File: config.mk
export PLATFORM = sky130hd
export DESIGN_NAME = hamming_secded_decoder
export DESIGN_NICKNAME = d
export VERILOG_FILES = /design/src/rtl/hamming_pkg.sv /design/src/rtl/hamming_syndrome.sv /design/src/rtl/hamming_secded_decoder.sv
export SDC_FILE = /design/constraint.sdc
export NUM_CORES = 1
export LEC_CHECK = 0
export BUFFER_PORTS_ARGS = -buffer_cell sky130_fd_sc_hd__buf_4
export CAP_MARGIN = 20
export CELL_PAD_IN_SITES_DETAIL_PLACEMENT = 1
export CELL_PAD_IN_SITES_GLOBAL_PLACEMENT = 1
export CORE_MARGIN = 2
export CORE_UTILIZATION = 43
export CTS_CLUSTER_SIZE = 12
export DETAILED_ROUTE_END_ITERATION = 10
export PLACE_DENSITY = 0.8
export SLEW_MARGIN = 0
export SYNTH_ARGS = -nofsm -noshare
export SYNTH_HDL_FRONTEND = slang
export SYNTH_SLANG_ARGS = --single-unit
File: constraint.sdc
create_clock -name clock -period 1.9 [get_ports clock]
set_input_delay 0.38 -clock clock [delete_from_list [all_inputs] [get_ports clock]]
set_output_delay 0.38 -clock clock [all_outputs]
set_load 0.02 [all_outputs]
File: src/rtl/hamming_pkg.sv
// Shared definitions for the (39,32) SECDED Hamming datapath: widths, the
// data-index <-> code-position mapping, syndrome and data-extract helpers.
package hamming_pkg;

    localparam int CODE_W = 39;
    localparam int DATA_W = 32;
    localparam int SYN_W  = 6;

    // Data bits fill every position >= 3 that is not a power of two, ascending.
    function automatic logic [SYN_W-1:0] data_pos(input int idx);
        int              cnt;
        logic [SYN_W-1:0] pos;
        cnt = 0;
        pos = '0;
        for (int p = 3; p < CODE_W; p++) begin
            if ((p & (p - 1)) != 0) begin
                if (cnt == idx) begin
                    pos = SYN_W'(p);
                end
                cnt++;
            end
        end
        return pos;
    endfunction

    // Only meaningful when pos is a data position.
    function automatic int pos_data(input int pos);
        int idx;
        idx = 0;
        for (int p = 3; p < CODE_W; p++) begin
            if (p < pos && (p & (p - 1)) != 0) begin
                idx++;
            end
        end
        return idx;
    endfunction

    function automatic logic [SYN_W-1:0] syndrome(input logic [CODE_W-1:0] code);
        logic [SYN_W-1:0] s;
        s = '0;
        for (int i = 1; i < CODE_W; i++) begin
            if (code[i]) begin
                s = s ^ SYN_W'(i);
            end
        end
        return s;
    endfunction

    function automatic logic [DATA_W-1:0] extract_data(input logic [CODE_W-1:0] code);
        logic [DATA_W-1:0] d;
        d = '0;
        for (int j = 0; j < DATA_W; j++) begin
            d[j] = code[data_pos(j)];
        end
        return d;
    endfunction

endpackage

File: src/rtl/hamming_syndrome.sv
// Combinational syndrome and overall-parity generator for one 39-bit codeword.
module hamming_syndrome
    import hamming_pkg::*;
(
    input  logic [CODE_W-1:0] code_i,
    output logic [SYN_W-1:0]  syn_o,
    output logic              par_o
);

    assign syn_o = syndrome(code_i);
    assign par_o = ^code_i;

endmodule

File: src/rtl/hamming_secded_decoder.sv
// Two-stage SECDED (39,32) check-and-correct pipeline with valid/ready flow.
// Define HAMMING_DEC_ERR_CNT_EN to add saturating single/double error counters.
module hamming_secded_decoder
  import hamming_pkg::*;
#(
  parameter int CNT_W = 16
)
(
  input  logic              clock,
  input  logic              resetn,
`ifdef HAMMING_DEC_ERR_CNT_EN
  input  logic              cnt_clr,
  output logic [CNT_W-1:0]  single_cnt,
  output logic [CNT_W-1:0]  double_cnt,
`endif
  input  logic              in_valid,
  output logic              in_ready,
  input  logic [CODE_W-1:0] in_code,
  output logic              out_valid,
  input  logic              out_ready,
  output logic [DATA_W-1:0] out_data,
  output logic              out_single,
  output logic              out_double,
  output logic [SYN_W-1:0]  out_syndrome
);

  // Handshake: a word moves on valid & ready. Each stage advances when it is
  // empty or the stage after it advances; in_ready never looks at in_valid.
  logic              s1_valid_q;
  logic [CODE_W-1:0] s1_code_q;
  logic [SYN_W-1:0]  s1_syn_q;
  logic              s1_par_q;
  logic [SYN_W-1:0]  s1_syn_d;
  logic              s1_par_d;

  logic              out_valid_q;
  logic [DATA_W-1:0] out_data_q;
  logic              out_single_q;
  logic              out_double_q;
  logic [SYN_W-1:0]  out_syn_q;

  logic [DATA_W-1:0] out_data_d;
  logic              out_single_d;
  logic              out_double_d;
  logic [CODE_W-1:0] corr_code;

  logic s2_adv;
  logic s1_adv;

  assign s2_adv   = !out_valid_q || out_ready;
  assign s1_adv   = !s1_valid_q || s2_adv;
  assign in_ready = s1_adv;

  hamming_syndrome u_syndrome (
    .code_i (in_code),
    .syn_o  (s1_syn_d),
    .par_o  (s1_par_d)
  );

  always_ff @(posedge clock or negedge resetn) begin
    if (!resetn) begin
      s1_valid_q <= 1'b0;
      s1_code_q  <= '0;
      s1_syn_q   <= '0;
      s1_par_q   <= 1'b0;
    end else if (s1_adv) begin
      s1_valid_q <= in_valid;
      if (in_valid) begin
        s1_code_q <= in_code;
        s1_syn_q  <= s1_syn_d;
        s1_par_q  <= s1_par_d;
      end
    end
  end

  // Odd parity means an odd number of flips: correct if the syndrome names a
  // real position (0 meaning the parity bit itself), otherwise it is fatal.
  always_comb begin
    corr_code    = s1_code_q;
    out_single_d = 1'b0;
    out_double_d = 1'b0;
    if (s1_par_q) begin
      if (s1_syn_q <= SYN_W'(CODE_W - 1)) begin
        out_single_d = 1'b1;
        for (int i = 1; i < CODE_W; i++) begin
          if (s1_syn_q == SYN_W'(i)) begin
            corr_code[i] = ~s1_code_q[i];
          end
        end
      end else begin
        out_double_d = 1'b1;
      end
    end else if (s1_syn_q != '0) begin
      out_double_d = 1'b1;
    end
    out_data_d = extract_data(corr_code);
  end

  always_ff @(posedge clock or negedge resetn) begin
    if (!resetn) begin
      out_valid_q  <= 1'b0;
      out_data_q   <= '0;
      out_single_q <= 1'b0;
      out_double_q <= 1'b0;
      out_syn_q    <= '0;
    end else if (s2_adv) begin
      out_valid_q <= s1_valid_q;
      if (s1_valid_q) begin
        out_data_q   <= out_data_d;
        out_single_q <= out_single_d;
        out_double_q <= out_double_d;
        out_syn_q    <= s1_syn_q;
      end
    end
  end

  assign out_valid    = out_valid_q;
  assign out_data     = out_data_q;
  assign out_single   = out_single_q;
  assign out_double   = out_double_q;
  assign out_syndrome = out_syn_q;

`ifdef HAMMING_DEC_ERR_CNT_EN
  localparam logic [CNT_W-1:0] CNT_MAX = '1;

  logic [CNT_W-1:0] single_cnt_q;
  logic [CNT_W-1:0] double_cnt_q;
  logic             out_fire;

  assign out_fire = out_valid_q && out_ready;

  // Clear wins over a same-cycle increment; both counters stick at all-ones.
  always_ff @(posedge clock or negedge resetn) begin
    if (!resetn) begin
      single_cnt_q <= '0;
      double_cnt_q <= '0;
    end else if (cnt_clr) begin
      single_cnt_q <= '0;
      double_cnt_q <= '0;
    end else if (out_fire) begin
      if (out_single_q && single_cnt_q != CNT_MAX) begin
        single_cnt_q <= single_cnt_q + CNT_W'(1);
      end
      if (out_double_q && double_cnt_q != CNT_MAX) begin
        double_cnt_q <= double_cnt_q + CNT_W'(1);
      end
    end
  end

  assign single_cnt = single_cnt_q;
  assign double_cnt = double_cnt_q;
`endif

endmodule

Word level (Yosys, flattened, before mapping)

Index checks and enable logic that the tools add are counted.

Logic and storage cells: 214
Bits in registers: 88
Output and inout port bits: 42
Bits of input ports: 43

Order comparisons: 1
Reductions and logical operators: 8
Bitwise operators: 75
Eq/ne operators: 38
Muxes and demuxes: 83

Operator list:

| kind                 | number |
|---|---|
| $eq A6 B5 Y1 const B | 16 |
| $mux W5              | 16 |
| $mux W38             | 2 |
| $eq A6 B4 Y1 const B | 8 |
| $mux W1              | 44 |
| $eq A6 B6 Y1 const B | 7 |
| $mux W6              | 7 |
| $not A3 Y3           | 13 |
| $reduce_xor A39 Y1   | 1 |
| $not A1 Y1           | 38 |
| $mux W4              | 8 |
| $not A2 Y2           | 13 |
| $eq A6 B3 Y1 const B | 4 |
| $not A4 Y4           | 5 |
| $eq A6 B2 Y1 const B | 2 |
| $mux W3              | 4 |
| $eq A6 B1 Y1 const B | 1 |
| $le A6 B6 Y1 const B | 1 |
| $reduce_bool A6 Y1   | 1 |
| $not A1 Y1 const A   | 5 |
| $not A5 Y5           | 1 |
| $mux W2              | 2 |
| $reduce_and A2 Y1    | 2 |
| $logic_not A1 Y1     | 2 |
| $logic_or A1 B1 Y1   | 2 |

Depth between registers and ports, before layout

Gate-level depths: netlist (run 1).

Depth after elaboration: 70
Depth in mapped cells: 6
Depth with buffers taken out: 6

By module

Synthesis (run 1) repeated with hierarchy kept, for this count alone.

Cell total of the unflattened synthesis: 388
Area, all modules: 4347.9 sq um

By module, submodules not included:

| module                 | cells each | seq. area each (sq um) | area an instance (sq um) | instances |
|---|---|---|---|---|
| hamming_secded_decoder | 318        | 2026.9                 | 3691.0                   | 1 |
| hamming_syndrome       | 70         | 0.0                    | 656.9                    | 1 |

Worst setup path after synthesis (run 1)

No wires, ideal clock.

Path kind: register -> register
Start: register out_valid_q (netlist: out_valid)
End: register s1_code_q[23]
Stages on the path, launching flop included: 5
Period minus slack after synthesis: 1.840 ns
Library setup time: 0.125 ns
Setup slack: 0.060 ns
Arrival: 1.715 ns
Data required time: 1.775 ns
Path buffers: 1
Cell sequence: dfrtp_1 -> nand3b_1 -> nand2_1 -> clkbuf_1 -> mux2_2

Longest elaborated chain between the ends: 4

Ends and longest elaborated chain:

| what                        | line                          | text |
|---|---|---|
| start: declaration          | hamming_secded_decoder.sv:36  | `logic out_valid_q;` |
| start signal: assignment    | hamming_secded_decoder.sv:107 | `out_valid_q <= s1_valid_q;` |
| $logic_not A1 Y1            | hamming_secded_decoder.sv:50  | `assign s2_adv = !out_valid_q \|\| out_ready;` |
| $logic_or A1 B1 Y1          | hamming_secded_decoder.sv:50  |  |
| $logic_or A1 B1 Y1          | hamming_secded_decoder.sv:51  | `assign s1_adv = !s1_valid_q \|\| s2_adv;` |
| named net in_ready          | hamming_secded_decoder.sv:17  | `output logic in_ready,` |
| $reduce_and A2 Y1 (no line) | --                            |  |
| end signal: assignment      | hamming_secded_decoder.sv:69  | `s1_code_q <= in_code;` |
| end: declaration            | hamming_secded_decoder.sv:30  | `logic [CODE_W-1:0] s1_code_q;` |

The timed path passes the listed nets, and every way through them passes these cells.
A chain may end at the register's enable or synchronous reset.

Final worst setup path (run 1)

Start: register s1_syn_q[5]
End: register out_data_q[7] (netlist: out_data[7])

Longest elaborated chain between the ends: 4
Elaborated cells on any way between the ends: 5
Those cells by class: order compare (1); eq/ne (1); mux (3)

Ends and longest elaborated chain:

| what                                                 | line                          | text |
|---|---|---|
| start: declaration                                   | hamming_secded_decoder.sv:31  | `logic [SYN_W-1:0] s1_syn_q;` |
| start signal: assignment                             | hamming_secded_decoder.sv:70  | `s1_syn_q <= s1_syn_d;` |
| branches (longest 2 deep; another with $le A6 B6 Y1) | --                            |  |
| $mux W38 (*)                                         | hamming_secded_decoder.sv:83  | `if (s1_syn_q <= SYN_W'(CODE_W - 1)) begin` |
| $mux W38 (*)                                         | hamming_secded_decoder.sv:82  | `if (s1_par_q) begin` |
| end signal: assignment                               | hamming_secded_decoder.sv:109 | `out_data_q <= out_data_d;` |
| end: declaration                                     | hamming_secded_decoder.sv:37  | `logic [DATA_W-1:0] out_data_q;` |

Mark *: on every way between the ends.

==> out/qor.yml, run 1 <==
power.density_nw_per_um2: 1180
crit_cells: 5
clock.fmax_ghz: 0.605
synth_area_um2: 4190
numCtsBuffers: 9
fin_cells: 630
worstHoldEndpoint: "s1_valid_q"
cts-root-buf: "clkbuf_8"
drcViolationCount: 0
maxCapViolCount: 0
slew_headroom_pct: 66.7
critPathMaxFanout: 7
syn_to_final_growth_pct: 26.3
hold_path_class: "in -> reg"
post_cts_buffers: 0
hpwl_um: 8340
r2r-end: "out_data[7]"
port_buffers: 84
avgSynthCellArea_um2: 10.6
clk_path_buf_depth: 2
clock_skew_ns: 0.0143
fillers: 1101
die_area_um2: 10500
final_nets: 536
final_layout_size_suffix_gt1_share_pct: 32.0
rr_startpoint: "s1_syn_q[5]"
coreArea_um2: 9590
detail-route-antenna-nets: 0
clkTransAtPathRegs_ns: 0.09
postPlaceCellArea_um2: 5080
r2r_cells: 5
synth_cell_type_count: 30
antenna_found_initial: 0
io_pins: 85
ys_ff_latch: 81
crit_type: "reg -> reg"
worst_ep_arrival_time_ns: 1.92
yosys_warnings: 0
viasPerCell: 4.96
holdPathStages: 2
grt_use_total_pct: 21.7
die_w_um: 103
min_period_ns: 1.65
start_util_pct: 43.6
grt_pass1_vias: 3212
final_area_um2: 5290
cts_tree: "built"
grt_max_degree: 46
crit_path_cell_trace: "nor3b_2 > nand3_1 > nor3_1 > xnor2_1 > o21ai_1"
hold_viol_final: 0
placed_cells: 614
cp_top_family: "simple AND/OR/NAND/NOR gates"
tightest_slew_ns: 0.500
drv_slew: 0
grt_overflow: 0
cts_resized: 0
wl_um: 10600
max_stage_delay_ns: 0.49
crit_buf_inv: 0
gp_congestion: 0.825
hp-start: "in_valid"
rsz0062_at_grt: "no"
synth_fp_nets: 439
worst-r2r-setup-slack_ns: 0.25
cp_slowest_cell: "dfrtp_1"
h-tree-depth: 3
ir_drop_v: 0.000473
clock-sinks: 81
cp.required_ns: 2.16
setup_viol: 0
ys_seq_area_share_pct: 48.4
grt_pass1_wl_um: 17000
outcome: "complete, no violations"
die_y_um: 103
drt_iter0_drc: 117
diodes: 0
synthCells: 396
cp-start-kind: "register"
wl_per_cell_um: 16.9
end_kind: "register"
clock_latency_ns: 0.37
num_rows: 36
leakage_uw: 0.00229
detailedRoute.firstPassIterationCount: 4
min_period_over_period_pct: 87.0
dr_total_vias: 3122
## placed cells by master (no fill, tap or decap), types with 3 or more instances in the layout
| cell | instances |
|---|---|
| nor2b_1 | 3 |
| nand2_1 | 69 |
| dfrtp_1 | 81 |
| nor3_1 | 6 |
| o21ai_1 | 9 |
| xnor2_1 | 71 |
| nand2b_1 | 6 |
| nor2_1 | 14 |
| nand3_1 | 6 |
| mux2_2 | 33 |
| clkbuf_8 | 11 |
| xnor2_2 | 4 |
| buf_4 | 101 |
| xor2_1 | 22 |
| nor4_1 | 4 |
| o21ai_0 | 31 |
| nand3b_1 | 3 |
## metal layers
layer | vias to the layer above | track usage, % | routed length, um
met5 | - | 0 | 0
met4 | 0 | 9.33 | 292
met3 | 25 | 3.73 | 389
met2 | 69 | 34.1 | 5120
met1 | 1542 | 29.8 | 4840
li1 | 1486 | - | -
## state kept, by name, summed over array words and instances, names as in the netlist
name and flops:
out_data 32, out_double 1, out_single 1, out_syndrome 6, out_valid 1, s1_code_q 32, s1_par_q 1, s1_syn_q 6
s1_valid_q 1
## per-stage QoR
step,utilization (%),setup WS (ns),hold slack [ns],power (uW),setup TNS [ns]
6_report,55.1,0.248,0.232,6250,0
3_3_place_gp,53.0,-0.00821,0.372,4890,-0.00821
5_1_grt,55.1,0.0852,0.235,6640,0
2_1_floorplan,-,0.0600,0.0844,3970,0
3_5_place_dp,53.0,-0.0759,0.375,5000,-0.126
4_1_cts,55.1,0.226,0.225,6300,0
## where the power goes
part / total (uW) / switching [uW] / internal (uW)
Clock: 1290 / 623 / 669
Sequential: 2530 / 405 / 2130
Combinational: 2420 / 1280 / 1140
## how the worst max path moves through the flow
| stage | start | endpoint | slack [ns] |
|---|---|---|---|
| 2_1_floorplan | out_valid | s1_code_q[23] | 0.06 |
| 3_3_place_gp | in_code[13] | s1_syn_q[3] | -0.008 |
| 3_5_place_dp | in_code[12] | s1_syn_q[3] | -0.08 |
| 4_1_cts | s1_syn_q[4] | out_data[7] | 0.23 |
| 5_1_grt | s1_syn_q[4] | out_data[9] | 0.09 |
| 6_report | s1_syn_q[5] | out_data[7] | 0.25 |
## synth_stat cells
cell	n	area, um2
dfrtp_1	81	2030
xnor2_1	71	622
nand2_1	70	263
mux2_2	33	372
o21ai_0	31	155
xor2_1	22	193
nor2_1	14	52.6
clkbuf_1	13	48.8
o21ai_1	9	45.0
nand2b_1	6	37.5
nand3_1	6	30.0
nor3_1	6	30.0
nor4_1	4	25.0
xnor2_2	4	65.1
buf_2	3	15.0
nand3b_1	3	22.5
nor2b_1	3	18.8
a31oi_1	2	12.5
buf_1	2	7.51
nand4_1	2	12.5
xor2_2	2	32.5
a22o_1	1	8.76
and2_1	1	6.26
and3b_1	1	8.76
inv_1	1	3.75
nor2_2	1	6.26
nor3b_2	1	12.5
or2_1	1	6.26
xnor3_1	1	22.5
xor3_1	1	23.8
## layout make-up
type                       instances  area (um2)  area share [%]
tap                              133         166            3.15
inverter                           1        3.75          0.0710
sequential                        81        2030            38.3
multi-input combinational        296        2090            39.5
clock inverter                     3        40.0           0.757
clock buffer                      12         155            2.93
timing repair buffer             104         808            15.3
## cells by family after synthesis
logic type / count (synthesis) / synth area share, %
compound gates: 43 / 5.29
xor+xnor: 101 / 22.9
buf+inv: 19 / 1.79
flops: 81 / 48.4
mux: 33 / 8.88
simple gates: 119 / 12.7
## worst register-to-register path: stages (launching register included)
cell     delay [ns]
dfrtp_1        0.49
nor3b_2        0.38
nand3_1        0.21
nor3_1         0.25
xnor2_1        0.16
o21ai_1        0.07
## what timing repair did
action,4_1_cts,5_1_grt
hold endpoints to repair,33,0
hold buffers,1,0
endpoints found under the setup margin,0,0
(Power assumes the default switching activity.)
==> run 2, diff against run 1 <==
- CELL_PAD_IN_SITES_GLOBAL_PLACEMENT: 1 -> 2
- CORE_UTILIZATION: 43 -> 35
==> run 2 against run 1 <==
Die area grew 22%. Power up 8.0%. Clock-buffer cell count did not move. Critical path type unchanged. Non-clock buffer count up 2. Critical path depth is the same.
==> out/qor.yml, run 2 (synthesis gave the netlist of run 1 again) <==
outcome: "complete, no violations"
power.density_nw_per_um2: 1240
die_w_um: 113
cts-root-buf: "clkbuf_16"
setup_viol: 0
viasPerCell: 4.79
critPathLaunch: "s1_syn_q[4]"
die_area_um2: 12800
antenna_found_initial: 0
clock_skew_ns: 0.00621
dr_wl_met3_um: 324
dr_total_vias: 3077
min_period_over_period_pct: 90.5
cts_tree: "built"
coreArea_um2: 11600
crit_cells: 5
crit_path_end: "out_data[7]"
power_uw: 6750
io_pins: 85
clock-sinks: 81
final_nets: 538
post_cts_buffers: 0
min_period_ns: 1.72
gp_congestion: 0.782
max_stage_delay_ns: 0.47
drv_slew: 0
postCtsHoldBufs: 0
maxUsedRoutingLayer: "met4"
num_rows: 39
detail-route-antenna-nets: 0
hold_viol_final: 0
crit_path_cell_trace: "nor3b_2 > nand3_1 > nor3_1 > xnor2_1 > o21ai_1"
slew_headroom_pct: 63.7
grt_pass1_vias: 3295
start_util_pct: 36.2
grt_use_total_pct: 17.7
hpwl_um: 8340
crit_type: "reg -> reg"
cp_top_family: "simple AND/OR/NAND/NOR gates"
die_y_um: 113
rsz0062_at_grt: "no"
fin_util_pct: 47.1
r2r-end: "out_data[7]"
layout_common_cells: "102 x buf_4, 81 x dfrtp_1, 71 x xnor2_1, 69 x nand2_1, 33 x mux2_2"
grt_overflow: 0
ir_drop_v: 0.000477
grt_max_degree: 46
syn_to_final_growth_pct: 30.2
leakage_uw: 0.00235
rr_startpoint: "s1_syn_q[4]"
final_common_cell: "buf_4"
cp.required_ns: 2.13
cts_resized: 0
clock_latency_ns: 0.34
wl_um: 10700
tightest_slew_ns: 0.545
final_layout_size_suffix_gt1_share_pct: 32.6
hold_path_class: "in -> async"
detailedRoute.firstPassIterationCount: 4
cp-start-kind: "register"
grt_pass1_wl_um: 17300
numCtsBuffers: 9
worst-r2r-setup-slack_ns: 0.18
crit_buf_inv: 0
h-tree-depth: 3
end_kind: "register"
maxCapViolCount: 0
clkTransAtPathRegs_ns: 0.06
port_buffers: 84
clk_path_buf_depth: 2
clock.fmax_ghz: 0.582
critPathMaxFanout: 7
drt_iter0_drc: 171
wl_per_cell_um: 16.6
worst_ep_arrival_time_ns: 1.95
cp_slowest_cell: "dfrtp_1"
drcViolationCount: 0
diodes: 0
met2WireLength_um: 5070
r2r_cells: 5
wl_met1_um: 5020
-- run 2: worst min path at each step --
stage | start | endpoint | slack, ns
2_1_floorplan | resetn | out_data[0] | 0.08
6_report | resetn | s1_code_q[36] | 0.02
3_5_place_dp | resetn | out_data[22] | 0.41
4_1_cts | resetn | s1_code_q[36] | 0.04
5_1_grt | resetn | s1_code_q[36] | 0.06
3_3_place_gp | resetn | out_data[24] | 0.40
-- run 2: cell type report --
type / count / area [um2]
Timing Repair Buffer: 106 / 846
Clock inverter: 4 / 51.3
Multi-Input combinational cell: 296 / 2090
Tap cell: 143 / 179
Inverter: 1 / 3.75
Sequential cell: 81 / 2030
Fill cell: 1290 / 6120
Clock buffer: 12 / 256
-- run 2: power breakdown --
group | internal, uW | switching (uW) | total (uW)
sequential | 2130 | 415 | 2550
combinational | 1150 | 1260 | 2420
clock | 1090 | 698 | 1790
-- run 2: routing by layer --
metal / up-vias / track usage [%]
met1: 1497 / 24.0
met5: - / 0
met3: 17 / 2.52
met4: 0 / 8.29
met2: 66 / 28.2
li1: 1497 / -
-- run 2: worst register-to-register path, stage by stage, from the launching register on --
cell	delay, ns
dfrtp_1	0.47
nor3b_2	0.42
nand3_1	0.21
nor3_1	0.27
xnor2_1	0.16
o21ai_1	0.07
-- run 2: metrics by stage --
stage	TNS, ns	area, um2	worst slack, ns	cells	hold slack (ns)
floorplan	0	4190	0.0600	396	0.0844
global placement	0	5140	0.0107	627	0.402
detailed placement	-0.103	5140	-0.0926	627	0.414
CTS	0	5450	0.186	643	0.0447
global route	0	5450	0.0630	643	0.0623
finish	0	5450	0.181	643	0.0200
==> run 3, diff against run 2 <==
- CORE_MARGIN: 2 -> default
==> run 3 against run 2 <==
Die area decreased by 3.5%. Clock power is 2% lower. Clock skew up 0.0018 ns. Sequential cell count unchanged. The run now ends with design-rule violations left. Sequential power about the same. Hold slack better by 0.23 ns. Register-to-register slack worse by 0.03 ns. Non-clock buffer count rose by 1. Utilization rose by 0.091 points.
==> out/qor.yml, run 3 (synthesis gave the netlist of run 1 again) <==
outcome: "finished with violations"
violations: "design-rule violations"
clock.fmax_ghz: 0.571
busiest_layer: "met2"
final_common_cell: "buf_4"
die_w_um: 111
min_period_over_period_pct: 92.2
antenna_found_initial: 0
met3_usage_pct: 3.38
hold_viol_final: 0
coreArea_um2: 11500
fin_util_pct: 47.2
syn_to_final_growth_pct: 29.9
diodes: 0
wl_um: 10500
detail-route-antenna-nets: 0
gp_congestion: 0.771
final_layout_size_suffix_gt1_share_pct: 32.5
cp_top_family: "simple AND/OR/NAND/NOR gates"
placed_cells: 627
detailedRoute.firstPassIterationCount: 7
power.density_nw_per_um2: 1230
clock_skew_ns: 0.00805
r2r-end: "out_data[7]"
clock-sinks: 81
end_kind: "register"
grt_util_met1_pct: 24.2
cts_resized: 0
wl_per_cell_um: 16.3
die_area_um2: 12400
crit_path_cell_trace: "nor3b_2 > nand3_1 > nor3_1 > xnor2_1 > o21ai_1"
cts_tree: "built"
io_pins: 85
viasPerCell: 4.78
r2r_cells: 5
worst_ep_arrival_time_ns: 1.97
grt_use_total_pct: 18.3
rr_startpoint: "s1_syn_q[4]"
maxCapViolCount: 0
numCtsBuffers: 9
hpwl_um: 8330
die_y_um: 111
crit_cells: 5
leakage_uw: 0.00235
rsz0062_at_grt: "no"
drv_slew: 0
critPathLaunch: "s1_syn_q[4]"
grt_max_degree: 46
grt_overflow: 0
setup_viol: 0
tightest_slew_ns: 0.414
grt_pass1_vias: 3210
clkTransAtPathRegs_ns: 0.06
grt_pass1_wl_um: 17200
crit_path_end: "out_data[7]"
fin_cells: 644
port_buffers: 84
crit_buf_inv: 0
cts-root-buf: "clkbuf_16"
max_stage_delay_ns: 0.46
critPathMaxFanout: 7
final_nets: 539
clock_latency_ns: 0.34
grt_util_met2_pct: 30.5
cp-start-kind: "register"
slew_headroom_pct: 72.3
dr_total_vias: 3080
start_util_pct: 36.3
num_rows: 39
cp.required_ns: 2.12
drt_iter0_drc: 86
cp_slowest_cell: "dfrtp_1"
post_cts_buffers: 0
clk_path_buf_depth: 2
worst-r2r-setup-slack_ns: 0.15
h-tree-depth: 3
min_period_ns: 1.75
drcViolationCount: 8
hold_path_class: "in -> reg"
ir_drop_v: 0.000419
crit_type: "reg -> reg"
layout_common_cells: "103 x buf_4, 81 x dfrtp_1, 71 x xnor2_1, 69 x nand2_1, 33 x mux2_2"
-- run 3: cell types whose count changed in the layout (fill, tap and decap cells not counted), sizes merged --
cell         delta
clkbuf          -1
clkinvlp        +1
dlygate4sd3     +1
-- run 3: how the worst min path moves through the flow --
stage	end	depth (start not counted)	start	slack, ns
floorplan	out_data[0]	0	resetn	0.08
global placement	out_data[24]	1	resetn	0.26
detailed placement	out_data[24]	1	resetn	0.26
CTS	s1_valid_q	2	in_valid	0.25
global route	s1_valid_q	2	in_valid	0.27
finish	s1_valid_q	2	in_valid	0.25
-- run 3: layout make-up --
type	count	area, um2
clock buffer	11	243
clock inverter	5	55.1
fill	1316	6080
inverter	1	3.75
multi-input combinational	296	2090
sequential	81	2030
tap	143	179
timing repair buffer	107	843
-- run 3: report_power, final --
group	internal (uW)	switching, uW	total, uW
Clock	1050	699	1750
Sequential	2130	416	2550
Combinational	1170	1250	2420
Total	4350	2370	6710
-- run 3: through the flow --
step / TNS (ns) / total power (uW) / hold WS (ns) / instance area [um2] / setup WS [ns]
floorplan: 0 / 3970 / 0.0844 / 4190 / 0.0600
global placement: 0 / 4950 / 0.257 / 5130 / 0.0147
detailed placement: -0.0414 / 5030 / 0.263 / 5130 / -0.0230
CTS: 0 / 6790 / 0.250 / 5440 / 0.155
global route: 0 / 7100 / 0.266 / 5440 / 0.0364
finish: 0 / 6710 / 0.247 / 5440 / 0.148
-- run 3: routing by layer --
metal	part of all wire, %	vias up
met3	3.8	9
li1	-	1505
met1	46	1497
met2	48	69
met5	0	-
met4	1.3	0
-- run 3: timing repair --
item	CTS	global route
endpoints found under the hold margin	15	0
endpoints found under the setup margin	0	0
hold buffers	1	0
-- run 3: worst register-to-register path, cell delays in order (launching register included) --
cell	delay [ns]
dfrtp_1	0.46
nor3b_2	0.42
nand3_1	0.22
nor3_1	0.27
xnor2_1	0.17
o21ai_1	0.08
